===== config.mk =====
export PLATFORM = sky130hd
export DESIGN_NAME = touch_keypad_engine
export DESIGN_NICKNAME = d
export VERILOG_FILES = /design/src/rtl/touch_keypad_engine.sv
export SDC_FILE = /design/constraint.sdc
export NUM_CORES = 1
export LEC_CHECK = 0
export ABC_AREA = 1
export CORE_ASPECT_RATIO = 1.4
export CORE_MARGIN = 8
export CORE_UTILIZATION = 54
export CTS_CLUSTER_DIAMETER = 60
export DETAILED_ROUTE_END_ITERATION = 7
export PLACE_DENSITY = 0.77
export SLEW_MARGIN = 20
export SYNTH_ARGS = -nofsm -noshare
export SYNTH_HDL_FRONTEND = slang
export SYNTH_SLANG_ARGS = --single-unit
export TNS_END_PERCENT = 10

===== constraint.sdc =====
create_clock -name clk -period 3.1 [get_ports clk]
set_input_delay 0.465 -clock clk [delete_from_list [all_inputs] [get_ports clk]]
set_output_delay 0.465 -clock clk [all_outputs]
set_load 0.05 [all_outputs]

===== src/rtl/touch_keypad_engine.sv =====
// Touch keypad front end: maps touch coordinates onto a key grid with gap
// rejection, debounces press and release, and emits press/repeat/release
// pulses plus a held level and the raw index of the last pressed key.
module touch_keypad_engine #(
  parameter int KP_X0        = 28,
  parameter int KP_Y0        = 30,
  parameter int KEY_W        = 60,
  parameter int KEY_H        = 45,
  parameter int GAP          = 8,
  parameter int NUM_COLS     = 4,
  parameter int NUM_ROWS     = 4,
  parameter int DEBOUNCE_CYC = 16,
  parameter int REPEAT_EN    = 1,
  parameter int REPEAT_DLY   = 500,
  parameter int REPEAT_PER   = 100,
  localparam int KW = (NUM_ROWS * NUM_COLS > 1) ? $clog2(NUM_ROWS * NUM_COLS) : 1
) (
  input  logic          clk,
  input  logic          reset_n,
  input  logic          touch_valid,
  input  logic [9:0]    touch_x,
  input  logic [8:0]    touch_y,
  output logic          key_press,
  output logic          key_repeat,
  output logic          key_release,
  output logic          key_held,
  output logic [KW-1:0] key_index
);

  localparam int PITCH_X = KEY_W + GAP;
  localparam int PITCH_Y = KEY_H + GAP;
  localparam int DW      = $clog2(DEBOUNCE_CYC + 1);
  localparam int RMAX    = (REPEAT_DLY > REPEAT_PER) ? REPEAT_DLY : REPEAT_PER;
  localparam int RW      = $clog2(RMAX + 1);

  typedef enum logic [1:0] {IDLE, DEBOUNCE, HELD, RELEASING} state_t;

  state_t        state;
  logic          hit_c;
  logic [KW-1:0] hit_idx_c;
  logic          hit_p1;
  logic [KW-1:0] hit_idx_p1;
  logic [KW-1:0] cand;
  logic [DW-1:0] dcnt;
  logic [RW-1:0] rcnt;
  logic          rfirst;
  logic          match;
  logic          rep_due;
  logic [9:0]    x_rel, col_c, x_mod;
  logic [8:0]    y_rel, row_c, y_mod;
  logic [9:0]    idx_full;

  // Grid hit test: locate column/row by pitch division, reject gaps and off-grid
  always_comb begin
    x_rel    = touch_x - 10'(KP_X0);
    col_c    = x_rel / 10'(PITCH_X);
    x_mod    = x_rel % 10'(PITCH_X);
    y_rel    = touch_y - 9'(KP_Y0);
    row_c    = y_rel / 9'(PITCH_Y);
    y_mod    = y_rel % 9'(PITCH_Y);
    idx_full = 10'(row_c) * 10'(NUM_COLS) + col_c;
    hit_c    = touch_valid
             && (touch_x >= 10'(KP_X0)) && (col_c < 10'(NUM_COLS)) && (x_mod < 10'(KEY_W))
             && (touch_y >= 9'(KP_Y0))  && (row_c < 9'(NUM_ROWS))  && (y_mod < 9'(KEY_H));
    hit_idx_c = KW'(idx_full);
  end

  // ---- stage 1: registered hit sample ----
  // Hit flag is control state and is reset
  always_ff @(posedge clk or negedge reset_n) begin
    if (!reset_n) hit_p1 <= 1'b0;
    else          hit_p1 <= hit_c;
  end

  // Hit index is pure data; only meaningful alongside hit_p1
  always_ff @(posedge clk) begin
    hit_idx_p1 <= hit_idx_c;
  end

  // Candidate key tracks every sample while idle, freezing once debounce starts
  always_ff @(posedge clk) begin
    if (state == IDLE) cand <= hit_idx_p1;
  end

  assign match   = hit_p1 && (hit_idx_p1 == cand);
  assign rep_due = rfirst ? (rcnt == RW'(REPEAT_DLY - 1)) : (rcnt == RW'(REPEAT_PER - 1));

  // ---- stage 2: debounce/hold FSM with registered event outputs ----
  // Repeat counting advances only on matching held samples, so misses freeze it
  always_ff @(posedge clk or negedge reset_n) begin
    if (!reset_n) begin
      state       <= IDLE;
      dcnt        <= '0;
      rcnt        <= '0;
      rfirst      <= 1'b1;
      key_press   <= 1'b0;
      key_repeat  <= 1'b0;
      key_release <= 1'b0;
      key_held    <= 1'b0;
      key_index   <= '0;
    end else begin
      key_press   <= 1'b0;
      key_repeat  <= 1'b0;
      key_release <= 1'b0;
      case (state)
        IDLE: begin
          if (hit_p1) begin
            if (DEBOUNCE_CYC == 1) begin
              state     <= HELD;
              key_press <= 1'b1;
              key_held  <= 1'b1;
              key_index <= hit_idx_p1;
              rcnt      <= '0;
              rfirst    <= 1'b1;
            end else begin
              state <= DEBOUNCE;
              dcnt  <= DW'(1);
            end
          end
        end
        DEBOUNCE: begin
          if (!match) begin
            state <= IDLE;
          end else if (dcnt == DW'(DEBOUNCE_CYC - 1)) begin
            state     <= HELD;
            key_press <= 1'b1;
            key_held  <= 1'b1;
            key_index <= cand;
            rcnt      <= '0;
            rfirst    <= 1'b1;
          end else begin
            dcnt <= dcnt + DW'(1);
          end
        end
        HELD: begin
          if (!match) begin
            if (DEBOUNCE_CYC == 1) begin
              state       <= IDLE;
              key_release <= 1'b1;
              key_held    <= 1'b0;
            end else begin
              state <= RELEASING;
              dcnt  <= DW'(1);
            end
          end else if (REPEAT_EN != 0) begin
            if (rep_due) begin
              key_repeat <= 1'b1;
              rcnt       <= '0;
              rfirst     <= 1'b0;
            end else begin
              rcnt <= rcnt + RW'(1);
            end
          end
        end
        RELEASING: begin
          if (match) begin
            state <= HELD;
            if (REPEAT_EN != 0) begin
              if (rep_due) begin
                key_repeat <= 1'b1;
                rcnt       <= '0;
                rfirst     <= 1'b0;
              end else begin
                rcnt <= rcnt + RW'(1);
              end
            end
          end else if (dcnt == DW'(DEBOUNCE_CYC - 1)) begin
            state       <= IDLE;
            key_release <= 1'b1;
            key_held    <= 1'b0;
          end else begin
            dcnt <= dcnt + DW'(1);
          end
        end
        default: state <= IDLE;
      endcase
    end
  end

endmodule


==> flow_metrics.py <==
metrics = {
    "power_and_ir_drop": {
        "p_total_mw": 2.63,
        "clockPowerShare_pct": 15.2,
        "power.internal_mw": 1.53,
        "p_sw_mw": 1.10,
        "cellPowerDensity_nw_per_um2": 532,
        "seqPwrFrac_pct": 22.0,
        "leakagePower_nw": 2.54,
        "p_sw_share_pct": 41.9,
        "power.share.combinational_pct": 62.9,
        "vdd_ir_drop_max_v": 0.000239,
    },
    "synthesis": {
        "synth.distinct_cells": 44,
        "avgSynthCellArea_um2": 6.67,
        "syn_nets": 503,
        "ys_seq_area_share_pct": 27.3,
        "synth_cells": 468,
        "synth_edf_count": 4,
        "synth-seq-cells": 34,
        "postSynth.asyncResetShare_pct": 76.5,
        "synth_ff_type": "dfrtp_1",
        "synth_warnings": 0,
        "synth_area_um2": 3120,
    },
    "die": {
        "die_w_um": 80.2,
        "initial_utilization_pct": 54.3,
        "dieArea_um2": 8500,
        "rows": 33,
        "chipHeight_um": 106,
        "ios": 30,
        "coreArea_um2": 5740,
    },
    "final_layout": {
        "fill_cells": 316,
        "stdcell_area_um2": 4940,
        "antenna_cells": 0,
        "syn2layout_area_growth_pct": 58.4,
        "finalNetCount": 658,
        "final_cell_mix": "buf_4, nand2_1, inv_1, nand3_1, nand2_2",
        "final_common_cell": "buf_4",
        "drive_gt1_share_pct": 40.5,
    },
    "routing": {
        "vias": 3795,
        "drtAntennaViolNets": 0,
        "finalWirelength_um": 11200,
        "route.met3.wl_um": 502,
        "met2_length_um": 6230,
        "wire_per_inst_um": 16.1,
        "drt_first_iter_violations": 150,
        "highest_layer": "met4",
        "drt-pass1-iter-count": 6,
        "via_per_inst": 5.47,
        "wl_met1_um": 3790,
        "drc": 0,
    },
    "sta": {
        "layout_min_cycle_time_ns": 3.69,
        "fmax_ghz": 0.271,
        "rsz0062_at_grt": "yes",
        "finalCritPeriodShare_pct": 119,
        "setup_viol": 4,
        "finalMaxSlewViolations": 0,
        "finClkSkew_ns": 0.00437,
        "finalHoldViolCount": 0,
        "slew_headroom_pct": 66.4,
        "worst_slack_ns": -0.593,
        "tightest_slew_ns": 0.498,
    },
    "grt": {
        "gr-total-overflow": 0,
        "grt_pass1_wl_um": 15000,
        "grt_util_all_layers_pct": 21.2,
        "grt_max_degree": 27,
        "grt_pass1_vias": 3610,
        "antenna_found_initial": 0,
    },
    "hold_path": {
        "hold_path.class": "flop to flop",
        "hp-start": "hit_idx_p1[3]",
    },
    "placement": {
        "post_dp_cell_area_um2": 4340,
        "portBuffers": 27,
        "detailedPlace.worstSlack_ns": -1.15,
        "routabilityCongestion": 0.846,
        "hpwlAfterDp_um": 6710,
    },
    "critical_path": {
        "crit_start": "touch_y[1]",
        "cp_max_fo": 6,
        "critPathSlowestCell": "a21oi_4",
        "r2r_start": "cand[2]",
        "crit_type": "primary input to flop",
        "cp.required_ns": 3.27,
        "crit_path_start_kind": "primary input",
        "crit_path_end_kind": "flop",
        "critPathMaxStageDelay_ns": 0.22,
        "critPathArrivalTime_ns": 3.87,
    },
    "clocking": {
        "cts_sinks": 34,
        "cts_tree": "yes",
        "clockBufferDepth": 2,
        "cts_root_buf": "clkbuf_8",
        "numCtsBuffers": 5,
        "clk_pin_slew_ns": 0.07,
        "h-tree-depth": 2,
        "insertion_delay_ns": 0.28,
        "hold_buffers": 0,
    },
    "job": {
        "maxCapViolations": 0,
    },
    "status": {
        "violations": "negative setup slack",
        "status": "finished with violations",
    },
}
-- through the flow --
stage          TNS, ns  hold WS (ns)  util [%]  cells
6_report         -1.70         0.455      86.1    694
5_1_grt          -2.81         0.463      86.1    694
4_1_cts         -0.559         0.457      82.5    684
3_5_place_dp     -3.84         0.441      75.5    659
3_3_place_gp     -3.36         0.432      75.5    659
2_1_floorplan   -0.797         0.169         -    468
-- area by class of cell --
type                            count  area, um^2  share of cell area, %
Sequential cell                    34         852                   17.2
Clock buffer                        5        68.8                   1.39
Multi-Input combinational cell    349        2350                   47.6
Inverter                           84         325                   6.58
Clock inverter                      3        40.0                  0.810
Timing Repair Buffer              149        1220                   24.6
Tap cell                           70        87.6                   1.77
-- cell usage after synthesis (all sizes together) (3+ instances only) --
cell type  count  area (um^2)
a21oi         14         92.6
dfrtp         25          626
dfxtp          4         80.1
edfxtp         4          120
ha            13          163
inv           83          312
nand2        147          652
nand3         56          323
nand4          9         62.6
nor2          36          148
nor3          11         55.1
o21ai         27          154
or2            3         18.8
xnor2          3         26.3
xor2          15          139
-- power by group through the flow --
stage | Combinational [mW] | Clock, mW | Sequential, mW
after detailed placement | 1.33 | 0 | 0.588
after CTS | 1.45 | 0.399 | 0.579
after global routing | 1.77 | 0.418 | 0.585
final | 1.65 | 0.399 | 0.578
after floorplan | 0.807 | 0 | 0.574
after global placement | 1.29 | 0 | 0.581
-- timing repair --
action / CTS / global route
gates cloned: 0 / 0
setup endpoints to repair: 4 / 4
buffers inserted: 17 / 10
pin swaps: 52 / 47
gates resized for setup: 78 / 38
-- flip-flops by register name, summed over array words and instances (netlist names), 4 cells and up, named ones only --
register	count
cand	4
hit_idx_p1	4
key_index	4
rcnt	9
dcnt	5
-- final timing paths --
path | to | slack (ns) | cells past startpoint
min reg2reg | cand[3] | 0.46 | 0
max reg2reg | rcnt[8] | 0.62 | 12
max | hit_p1 | -0.59 | 34
max in group asynchronous | rfirst | 2.25 | 2
min | cand[3] | 0.46 | 0
min in group asynchronous | key_index[1] | 0.56 | 2
-- kinds of logic (layout without fill, tap and decap cells) --
family                     count (synthesis)  count (layout)  share of synthesized area (%)
DFF                                       34              34                           27.3
and+or+nand+nor                          267             267                           41.4
adders and majority gates                 13              13                           5.21
buffers and inverters                     85             241                           10.3
AOI/OAI and AO/OA                         50              50                           10.1
xor gates and xnor gates                  18              18                           5.30
muxes                                      1               1                          0.361
-- per-layer routing --
layer | vias to the layer above | global-route usage, %
li1 | 1808 | -
met1 | 1773 | 19.5
met2 | 154 | 42.7
met3 | 60 | 2.11
met4 | 0 | 11.1
met5 | - | 0
-- worst max-delay path: cells and delay by family --
kind / cells / cell delay [ns]
compound gates: 2 / 0.27
xor+xnor: 1 / 0.18
fa+ha+maj: 1 / 0.21
buf+inv: 7 / 0.77
simple gates: 23 / 1.96
(Power assumes the default switching activity.)
